==> config.mk <==
export PLATFORM = sky130hd
export DESIGN_NAME = timer_counter
export DESIGN_NICKNAME = d
export VERILOG_FILES = /design/src/rtl/timer_counter.sv
export SDC_FILE = /design/constraint.sdc
export NUM_CORES = 1
export LEC_CHECK = 0
export CORE_ASPECT_RATIO = 0.7
export CORE_MARGIN = 5
export CORE_UTILIZATION = 35
export DETAILED_ROUTE_END_ITERATION = 8
export SLEW_MARGIN = 30
export SYNTH_ARGS = -nofsm -noshare
export SYNTH_HDL_FRONTEND = slang
export SYNTH_SLANG_ARGS = --single-unit
==> constraint.sdc <==
create_clock -name clk -period 3.23 [get_ports clk]
set_input_delay 0.323 -clock clk [delete_from_list [all_inputs] [get_ports clk]]
set_output_delay 0.323 -clock clk [all_outputs]
set_load 0.03 [all_outputs]
==> src/rtl/timer_counter.sv <==
// timer_counter: memory-mapped 32-bit down-counting timer raising irq to CP0.
// Optional macro TC_INT_ACK_EN adds the int_ack port as an extra PEND clear.
module timer_counter (
  input  logic        clk,
  input  logic        reset,
  input  logic [1:0]  addr,
  input  logic        we,
  input  logic [31:0] wdata,
  output logic [31:0] rdata,
  output logic        irq
`ifdef TC_INT_ACK_EN
  ,
  input  logic        int_ack
`endif
);

  typedef enum logic [1:0] {
    S_IDLE,
    S_LOAD,
    S_CNT,
    S_INT
  } state_t;

  state_t      state;
  state_t      nxt;
  logic        en;
  logic [1:0]  mode;
  logic        im;
  logic        pend;
  logic [31:0] preset;
  logic [31:0] count;

  logic wr_ctrl;
  logic wr_preset;
  logic ack;
  logic pend_clr;
  logic expire;
  logic auto_rl;
  logic en_clr;

  assign wr_ctrl   = we && (addr == 2'd0);
  assign wr_preset = we && (addr == 2'd1);

`ifdef TC_INT_ACK_EN
  assign ack = int_ack;
`else
  assign ack = 1'b0;
`endif

  assign auto_rl  = (mode == 2'b01);
  assign pend_clr = (wr_ctrl && wdata[4]) || ack;
  assign expire   = (state == S_CNT) && en && (count <= 32'd1);
  assign en_clr   = (state == S_INT) && !auto_rl;

  always_comb begin
    nxt = state;
    unique case (state)
      S_IDLE: if (en) nxt = S_LOAD;
      S_LOAD: nxt = S_CNT;
      S_CNT: begin
        if (!en)
          nxt = S_IDLE;
        else if (count <= 32'd1)
          nxt = S_INT;
      end
      S_INT: nxt = auto_rl ? S_LOAD : S_IDLE;
      default: nxt = S_IDLE;
    endcase
  end

  always_ff @(posedge clk) begin
    if (!reset) begin
      state  <= S_IDLE;
      en     <= 1'b0;
      mode   <= 2'b00;
      im     <= 1'b0;
      pend   <= 1'b0;
      preset <= 32'd0;
      count  <= 32'd0;
    end else begin
      state <= nxt;
      // A CPU write in the INT cycle beats the one-shot EN clear
      if (wr_ctrl) begin
        en   <= wdata[0];
        mode <= wdata[2:1];
        im   <= wdata[3];
      end else if (en_clr) begin
        en <= 1'b0;
      end
      if (wr_preset)
        preset <= wdata;
      if (state == S_LOAD)
        count <= preset;
      else if (state == S_CNT && en)
        count <= (count > 32'd1) ? count - 32'd1 : 32'd0;
      // Expiry set wins over a same-cycle clear
      pend <= expire || (pend && !pend_clr);
    end
  end

  always_comb begin
    rdata = 32'd0;
    unique case (addr)
      2'd0: rdata = {27'd0, pend, im, mode, en};
      2'd1: rdata = preset;
      2'd2: rdata = count;
      default: rdata = 32'd0;
    endcase
  end

  assign irq = pend && im;

endmodule
## Word-level counts from Yosys, hierarchy flattened

Cells that the tools add are included.
Widths: inputs -> output; s select.

| operators by class | value |
|---|---|
| $add $sub $neg | 1 |
| order comparisons | 2 |
| equal/unequal tests | 8 |
| mux-type cells | 11 |
| reductions and logical operators | 16 |

Operators by type and width:

| cell | count |
|---|---|
| $mux 32 | 3 |
| $pmux 32 s3 | 1 |
| $gt 32x1->1 const B | 1 |
| $le 32x1->1 const B | 1 |
| $sub 32x1->32 const B | 1 |
| $logic_and 1x1->1 | 8 |
| $pmux 2 s4 | 1 |
| $eq 2x1->1 const B | 3 |
| $eq 2x2->1 const B | 3 |
| $mux 2 | 3 |
| $logic_not 2->1 | 2 |
| $reduce_bool 2->1 | 2 |
| $mux 1 | 3 |
| $ne 3x3->1 const B | 1 |
| $logic_not 1->1 | 2 |
| $ne 2x2->1 const B | 1 |
| $reduce_and 2->1 | 1 |
| $logic_or 1x1->1 | 1 |

| storage, ports and cells | value |
|---|---|
| flip-flop bits (word level) | 71 |
| bits of input ports | 37 |
| word-level logic and storage cells | 45 |

## Longest topological paths before layout

Gate-level depths: netlist (run 1).

| depth | value |
|---|---|
| depth in word-level cells | 6 |
| depth in mapped cells | 9 |
| gate-level depth less buffers | 8 |

## Least setup slack after synthesis (run 1)

Ideal clock, no wire load.

| path | value |
|---|---|
| kind | reg2reg |
| start point | register count[0] |
| end point | register count[25] |
| arrival time | 1.969 ns |
| slack | 1.141 ns |
| stages on the path, launching flop included | 6 |
| buffers on the path | 0 |
| clock period less this slack | 2.089 ns |
| cells stage by stage | dfxtp_1 > or4_4 > nor3b_4 > nand2b_4 > o311a_1 > o31a_1 |

| on the way | value |
|---|---|
| longest elaborated chain between the ends | 4 |

Ends and longest elaborated chain:

| item | line | RTL |
|---|---|---|
| from (decl) | 31 | `logic [31:0] count;` |
| from (signal assigned) | 93 | `count <= preset;` |
| from (signal assigned) | 95 | `count <= (count > 32'd1) ? count - 32'd1 : 32'd0;` |
| $sub 32x1->32 or $gt 32x1->1 (tied branches) | 95 |  |
| $mux 32 * | 95 |  |
| $mux 32 * | 94 | `else if (state == S_CNT && en)` |
| $mux 32 * | 92 | `if (state == S_LOAD)` |

Every way passes the cells marked *; elsewhere a longest branch is shown, timed or not. The select of a mux whose other input is x is not followed.
A chain may end at the register's enable or synchronous reset.

## Worst setup path in the final report (run 1)

| path | value |
|---|---|
| start point | register count[0] |
| end point | register count[21] |

The elaborated chain is that of the path after synthesis.

==> run summary, run 1 <==
status -> completed
Setup-failing EPs final -> 0
most used routing layer -> met1
via count -> 3894
antenna viol nets, final -> 0
Reg clk slew, reported paths -> 0.06 ns
CTS buffer count -> 9
final clock skew -> 0.00852 ns
Yosys reg bits -> 71
Mapped Avg Cell Area -> 7.74 sq um
Pre-antenna DRT Iters -> 5
Arr. time, crit path -> 2.79 ns
Startpoint Class -> flop
initial antenna violation count -> 0
pin count of the biggest net entering global routing -> 44
P per Cell Area -> 433 nW/um^2
post-synthesis sequential area ratio -> 35.9%
gpl congestion -> 0.904
H-tree levels -> 3
Post-CTS Setup Bufs -> 0
leakage power of the design -> 1.98 nW
Final Slew Violations -> 0
CTS tree -> built
vias in the first global route -> 3639
setup TNS -> 0 ns
post-DR wirelength/cell -> 17.3 microns
Mapped Cells -> 511
Fin. Hold Viols -> 0
initial core utilization -> 35.8%
CTS Sinks -> 71
Max-cap violations -> 0
CP Max Fanout -> 9
Top Ports -> 70
Main synth FF type -> dfxtp_1
first-pass GRT wire length -> 19800 microns
CTS Hold Bufs -> 0
asr flop ratio synth -> 0%
gr ovfl total -> 0
Slew @ Worst Pin -> 0.999 ns
worst-path cell chain -> inv_1, ha_1, o21ba_2, nand4_1, nor4_4, nor2_1, nand2_1, o21ai_0
fin cells -> 717
met1 Track Usage GR -> 29.1%
Setup CP Type -> reg -> reg
core area -> 11100 sq um
unrepaired setup endpoints after global routing -> false
met2 Use GR -> 24.9%
Post-Place Cells -> 702
final routed DRC violation total -> 0
DR vias/cell -> 5.43
gr usage total -> 18.6%
R2R setup slack -> 0.68 ns
crit end category -> flop
Die Wd -> 137 microns
CTS resizes -> 0
crit-path max cell delay -> 0.57 ns
final wirelength -> 12400 microns
HP Class -> reg -> reg
Clk Latency, worst-skew pair -> 0.33 ns
VDD IR max -> 0.285 mV
Unique masters post-synth -> 48
HPWL after DPL -> 8920 microns
Ant. Diodes -> 0
mapped cell area -> 3950 sq um
port bufs -> 69
area delta synth->final -> 29.7%
met3 Use GR -> 5.00%
layout filler cell count -> 1136
number of synthesized flops with an enable pin -> 0
maximum clock rate -> 393 MHz
CP Buf/Inv Count -> 1
Req. time, crit path -> 3.47 ns
post-route cell area -> 5130 sq um
cell family with most CP delay -> simple AND/OR/NAND/NOR gates
die area -> 13600 sq um
Cell Rows -> 32
layout cells sized above 1 -> 11.5%
Iter 0 DRT Violations -> 363
fin crit share -> 78.8%
Root Driver -> clkbuf_16
Core Util, Final -> 46.4%
Critical-path top delay cell -> nor2_1
nets -> 599
Final Critical Period -> 2.55 ns
area post-placement -> 4830 sq um
height of the chip -> 98.9 microns
Synth Net Count -> 550
buffer depth of the longest clock path -> 2
Syn. warnings -> 0
Slew Limit Headroom -> 33.1%
## worst reg2reg max path: stages, from the launching register on
cell and delay (ns):
dfxtp_1 0.45, inv_1 0.07, ha_1 0.27, o21ba_2 0.23
nand4_1 0.15, nor4_4 0.07, nor2_1 0.57, nand2_1 0.36
o21ai_0 0.28
## cell usage after synthesis (12+ instances only)
| cell | count | area (sq um) |
|---|---|---|
| a21boi_0 | 38 | 285 |
| a21oi_1 | 12 | 60.1 |
| a22o_1 | 27 | 236 |
| and2_1 | 16 | 100 |
| clkbuf_1 | 35 | 131 |
| dfxtp_1 | 71 | 1420 |
| nand2_1 | 118 | 443 |
| nand3_1 | 17 | 85.1 |
| nor2_1 | 23 | 86.3 |
| nor4_1 | 13 | 81.3 |
| o21ai_0 | 24 | 120 |
| xnor2_1 | 12 | 105 |
## area by class of cell
cell class | instances | area [sq um] | share of cell area (%)
clock buffer | 10 | 239 | 4.66
clock inverter | 5 | 58.8 | 1.15
inverter | 5 | 18.8 | 0.366
multi-input combinational | 396 | 2370 | 46.2
sequential | 71 | 1420 | 27.7
tap | 153 | 191 | 3.73
timing repair buffer | 77 | 828 | 16.1
## final timing paths
path / from / to / cells after the start
worst max-delay path: count[0] / count[21] / 8
worst min-delay path: preset[18] / preset[18] / 2
worst max register to register: count[0] / count[21] / 8
worst min register to register: preset[18] / preset[18] / 2
## kinds of logic after synthesis
family / count (synthesis) / share of synthesized area [%]
xor gates and xnor gates: 21 / 4.65
adders and majority gates: 2 / 0.633
and+or+nand+nor: 228 / 28.4
AOI/OAI and AO/OA: 140 / 24.8
DFF: 71 / 35.9
muxes: 5 / 1.27
buffers and inverters: 44 / 4.30
## registers in the layout, indices dropped and copies added, names as in the netlist
register	flops
preset	32
im	1
pend	1
en	1
state	2
count	32
mode	2
## through the flow
step / setup WS (ns) / hold WS, ns / total power [mW]
final: 0.683 / 0.479 / 2.22
after global routing: 0.540 / 0.509 / 2.30
after CTS: 0.765 / 0.480 / 2.24
after detailed placement: 0.773 / 0.472 / 1.24
after global placement: 0.828 / 0.466 / 1.24
after floorplan: 1.14 / 0.450 / 1.13
## where the power goes
part	total (mW)	switching, mW	internal (mW)
registers	0.922	0.0259	0.896
clock network	0.994	0.380	0.614
logic	0.305	0.164	0.141
total	2.22	0.570	1.65
## routing by layer
metal  wire length, microns  part of all wire, %
met1                   6320                   51
met3                    971                  7.8
met2                   4980                   40
met5                      0                    0
met4                    121                 0.98
## layout by cell type (no fill, tap or decap), types with 3 or more instances in the layout
master,n
nor4_2,3
dfxtp_1,71
o21ai_0,24
o211ai_1,6
nor2b_1,5
buf_12,12
nand2_1,118
a22o_1,27
o22ai_1,7
and3_1,3
a31oi_1,3
a21boi_0,38
nor4_1,13
and2_1,16
inv_1,5
nand2b_1,3
o21ai_1,6
nor3_1,9
xor2_1,9
clkbuf_16,9
xnor2_1,12
nand3_1,17
mux2i_1,5
a221oi_1,3
a22oi_1,5
buf_4,23
nor2_1,23
a21oi_1,12
nor2b_2,3
clkdlybuf4s50_1,41
Note: power is estimated with default switching activity, not from simulation.
==> inputs of run 2 (changes only) <==
clock period = 2.2 ns   (was 3.23 ns; I/O delays follow)
==> run 2 against run 1 <==
Via count increased by 4.9%; critical path depth increased by 2; count of clock-buffer cells in the layout decreased by 1; setup slack got worse by 0.60 ns; clock power increased by 38%; flip-flop and latch count unchanged; combinational power increased by 78%; cell count increased by 5.9%; register-to-register slack got worse by 0.60 ns; critical path type unchanged.
==> run summary, run 2 (synthesis results as in run 1) <==
antenna viol nets, final -> 0
Final Slew Violations -> 0
pin count of the biggest net entering global routing -> 34
initial core utilization -> 35.8%
crit end category -> flop
Die Wd -> 137 microns
buffer depth of the longest clock path -> 2
port bufs -> 69
core area -> 11100 sq um
layout cells sized above 1 -> 19.6%
final routed DRC violation total -> 0
HP Class -> in -> reg
vias in the first global route -> 4041
fin crit share -> 96.2%
Startpoint Class -> flop
nets -> 640
post-route cell area -> 5520 sq um
most used routing layer -> met1
CTS tree -> built
most common cell after layout, fill and taps aside -> nand2_1
setup TNS -> 0 ns
P per Cell Area -> 592 nW/um^2
status -> completed
Max-cap violations -> 0
height of the chip -> 98.9 microns
met3 Use GR -> 7.04%
most frequent cells in the layout -> nand2_1 (118), dfxtp_1 (71), buf_4 (66)
Setup CP Type -> reg -> reg
Slew @ Worst Pin -> 0.530 ns
CTS buffer count -> 9
Root Driver -> clkbuf_16
first-pass GRT wire length -> 20800 microns
post-DR wirelength/cell -> 17.4 microns
Top Ports -> 70
Req. time, crit path -> 2.42 ns
gpl congestion -> 0.917
Cell Rows -> 32
Slew Limit Headroom -> 64.7%
die area -> 13600 sq um
Pre-antenna DRT Iters -> 6
Clk Latency, worst-skew pair -> 0.34 ns
leakage power of the design -> 2.23 nW
Fin. Hold Viols -> 0
Final Critical Period -> 2.12 ns
Arr. time, crit path -> 2.34 ns
area post-placement -> 5140 sq um
Ant. Diodes -> 0
initial antenna violation count -> 0
HPWL after DPL -> 9750 microns
CTS Sinks -> 71
gr ovfl total -> 0
largest registers -> count (32), preset (32)
VDD IR max -> 0.372 mV
area delta synth->final -> 39.6%
final clock skew -> 0.0111 ns
H-tree levels -> 3
via count -> 4083
DR vias/cell -> 5.38
Reg clk slew, reported paths -> 0.07 ns
Setup-failing EPs final -> 0
Hold Slack -> 0.388 ns
CTS Hold Bufs -> 0
final wirelength -> 13200 microns
Iter 0 DRT Violations -> 363
met1 Track Usage GR -> 28.3%
met2 Use GR -> 27.0%
CP Max Fanout -> 6
maximum clock rate -> 472 MHz
gr usage total -> 19.7%
[run 2: per-layer routing]
metal / wire [microns] / vias up
met5: 0 / -
met3: 1420 / 15
met4: 148 / 0
met2: 5460 / 175
met1: 6180 / 1918
li1: - / 1975
[run 2: area by class of cell]
class / count / area (sq um)
tap: 153 / 191
timing repair buffer: 118 / 1160
inverter: 5 / 18.8
clock inverter: 7 / 55.1
sequential: 71 / 1420
multi-input combinational: 396 / 2450
clock buffer: 9 / 225
fill: 1117 / 5530
[run 2: worst max-delay path, cell delays in order, from the launching register on]
cell and delay, ns:
dfxtp_1 0.36, inv_1 0.10, ha_1 0.18, o21ba_2 0.14, nand4_1 0.15, nor4_4 0.35
buf_4 0.16, buf_4 0.09, o21ai_0 0.08, a221oi_1 0.32, nor2_1 0.07
[run 2: path summary, 6_finish.rpt]
check | endpoint | depth (start not counted) | from | slack, ns
max | count[4] | 10 | count[1] | 0.08
min | count[3] | 2 | reset | 0.39
max reg2reg | count[4] | 10 | count[1] | 0.08
min reg2reg | preset[10] | 2 | preset[10] | 0.48
[run 2: report_power, final]
part / switching [mW] / total, mW / internal (mW)
Sequential: 0.0378 / 1.35 / 1.31
Combinational: 0.269 / 0.542 / 0.273
Clock: 0.602 / 1.37 / 0.772
Total: 0.909 / 3.27 / 2.36
[run 2: metrics by stage]
step,power [mW],setup WS (ns),utilization [%],std cells
2_1_floorplan,1.65,0.111,-,511
3_3_place_gp,1.88,0.0565,46.5,740
3_5_place_dp,1.89,0.0310,46.5,740
4_1_cts,3.26,0.0186,49.0,756
5_1_grt,3.39,-0.0109,49.9,759
6_report,3.27,0.0829,49.9,759
[run 2: repair_timing]
item / in CTS / in global routing
buffers inserted: 0 / 3
gates resized for setup: 0 / 12
setup endpoints to repair: 0 / 29
==> variant: new RTL, config.mk and constraints of run 2 <==
Build with the macro `TC_INT_ACK_EN` defined.
--- a/src/rtl/timer_counter.sv
+++ b/src/rtl/timer_counter.sv
@@ -1,5 +1,7 @@
 // timer_counter: memory-mapped 32-bit down-counting timer raising irq to CP0.
 // Optional macro TC_INT_ACK_EN adds the int_ack port as an extra PEND clear.
+`define TC_INT_ACK_EN
+
 module timer_counter (
   input  logic        clk,
   input  logic        reset,
Ports: changed (added int_ack); port bits go from 70 to 71. The function was not compared with the original's and may differ.
==> variant against run 2 <==
  * The run now ends with setup timing left
  * Clock skew shrank 6.9 ps
  * Worst hold slack gained 53 ps
  * Sequential cell count is the same
  * Synthesized cell count shrank 7.2%
  * Power grew 6.1%
  * Area after synthesis shrank 4.7%
  * Final area grew 0.59%
  * Combinational power shrank 20%
  * Worst setup slack lost 280 ps
  * Cell count shrank 4.2%
  * Clock power grew 24%
  * Routed wire length shrank 2.8%
  * Critical path type unchanged
  * Largest cell class unchanged
  * Largest power group unchanged
==> variant: results (changes against run 2) <==
Parameter                              Value

Detailed routing
  First DRT Iteration DRCs ... 429 (+18%)
  Router iterations before antenna repair ... 5 (-1)
  Total vias in the final route ... 4026 (-1.4%)
  Number of remaining DRC errors ... 0 (unchanged)
  Wire per inst ... 17.7 um (+1.5%)

Logic synthesis
  Syn nets ... 514 (-6.5%)
  Seq cells post-synth ... 71 (unchanged)
  Adder-cell share of the synthesized area ... 0.664% (+0.031 points)
  Xor and xnor fraction of the mapped netlist area ... 2.56% (-2.1 points)
  Mean cell area of the mapped netlist ... 7.95 um^2 (+2.7%)
  Post-synthesis cell type count ... 47 (-2.1%)
  Synthesized-area fraction occupied by ao, oa, aoi and oai cells ... 27.4% (+2.6 points)
  List of most frequent post-synthesis cells ... sky130_fd_sc_hd__nand2_1, sky130_fd_sc_hd__dfxtp_1, sky130_fd_sc_hd__a22o_1
  Cells taking the most area after synthesis ... sky130_fd_sc_hd__dfxtp_1, sky130_fd_sc_hd__nand2_1, sky130_fd_sc_hd__a22o_1
  Fraction of synthesized area in multiplexers ... 2.13% (+0.86 points)
  Post-synthesis sequential area ratio ... 37.7% (+1.8 points)

Clocking
  Post-cts repair resize count ... 12 (+12)
  Post-CTS setup buffer count ... 5 (+5)

Finish
  Number of non-clock buffers ... 137 (+16%)
  Multi-Input Combinational ... 364 (-8.1%)
  Area of the multi-input gates ... 2300 um^2 (-5.9%)
  Layout filler cell count ... 981 (-12%)
  Synth-to-Final Area Change ... 47.4%
  Fraction of final layout cells sized beyond drive strength 1 ... 24.9% (+5.2 points)
  Clock buffer cells ... 13 (+4)
  Buffer share of cell area ... 23.3% (+2.3 points)
  Count of inverters other than clock inverters in the layout ... 7 (+2)
  Clock buffer and inverter area fraction after layout ... 6.13% (+1.1 points)
  Final net count ... 630 (-1.6%)

Setup path
  Family with the most delay on the worst path ... simple AND/OR/NAND/NOR gates
  Launch point of the critical path ... count[8]
  Count of cells along the worst register-to-register path ... 8 (-2)
  Slowest cell delay on critical path ... 560 ps (+200 ps)
  Crit path max fanout ... 5 (-1)

Placement
  Routability Congestion ... 0.938 (+2.3%)
  HPWL after DPL ... 9230 um (-5.3%)
  Count of input and output buffers ... 70 (+1.4%)
  Placed instance count ... 703 (-5.0%)
  Post-Place Setup Slack ... -334 ps (-365 ps)
  Placement Cell Area ... 5030 um^2 (-2.2%)

STA
  Max Clock Skew ... 4.22 ps (-6.88 ps)
  Final setup margin ... -201 ps (-284 ps)
  Fin Setup TNS ... -3780 ps (-3780 ps)
  Normalized max-slew margin ... 49.5% (-15 points)
  Final setup violation count ... 34 (+34)

Min path
  Hold Path Stages ... 3 (+1)
  Critical hold path startpoint ... wdata[26]

Global routing
  Wire length of the first global-routing pass ... 20600 um (-0.93%)
  Aggregate global-route resource usage ... 19.7% (-0.045 points)
  Maximum number of pins on one net before global-route repair ... 45 (+32%)

Power and ir drop
  Internal power summed over all cells ... 2.67 mW (+13%)
  Peak ir drop on the vdd network ... 0.433 mV (+16%)
  Lkg Pwr ... 2.30 nW (+3.0%)

Die
  Num rows ... 31 (-3.1%)

Run status
  Run status ... complete, but fails checks
  Violations in the final reports ... setup timing
[variant: changes by cell type after synthesis, sizes merged, moves of 7 or more]
cell          run 2  this run
a22o             27        38
and2             16         7
nand2           118       107
nand3            17         3
nor2             23        16
nor3              9        19
nor4             17        10
o22ai             7         0
or3               0         8
[variant: per-layer routing]
layer	vias to the layer above	GRT usage (%)	routed length (um)
met4	0	4.90	139
met2	155	28.4	5530
met3	15	5.34	1020
li1	1945	-	-
met5	-	0	0
met1	1911	28.8	6150
[variant: final timing paths]
check | to | slack, ps
max reg2reg | count[5] | -200
min | preset[26] | 440
min reg2reg | preset[18] | 480
max | count[5] | -200
[variant: power groups by stage]
| stage | Sequential, mW | Combinational, mW | Clock [mW] |
|---|---|---|---|
| floorplan | 1.36 | 0.195 | 0 |
| global placement | 1.36 | 0.369 | 0 |
| detailed placement | 1.36 | 0.375 | 0 |
| CTS | 1.34 | 0.406 | 1.71 |
| global route | 1.34 | 0.466 | 1.78 |
| finish | 1.34 | 0.432 | 1.70 |
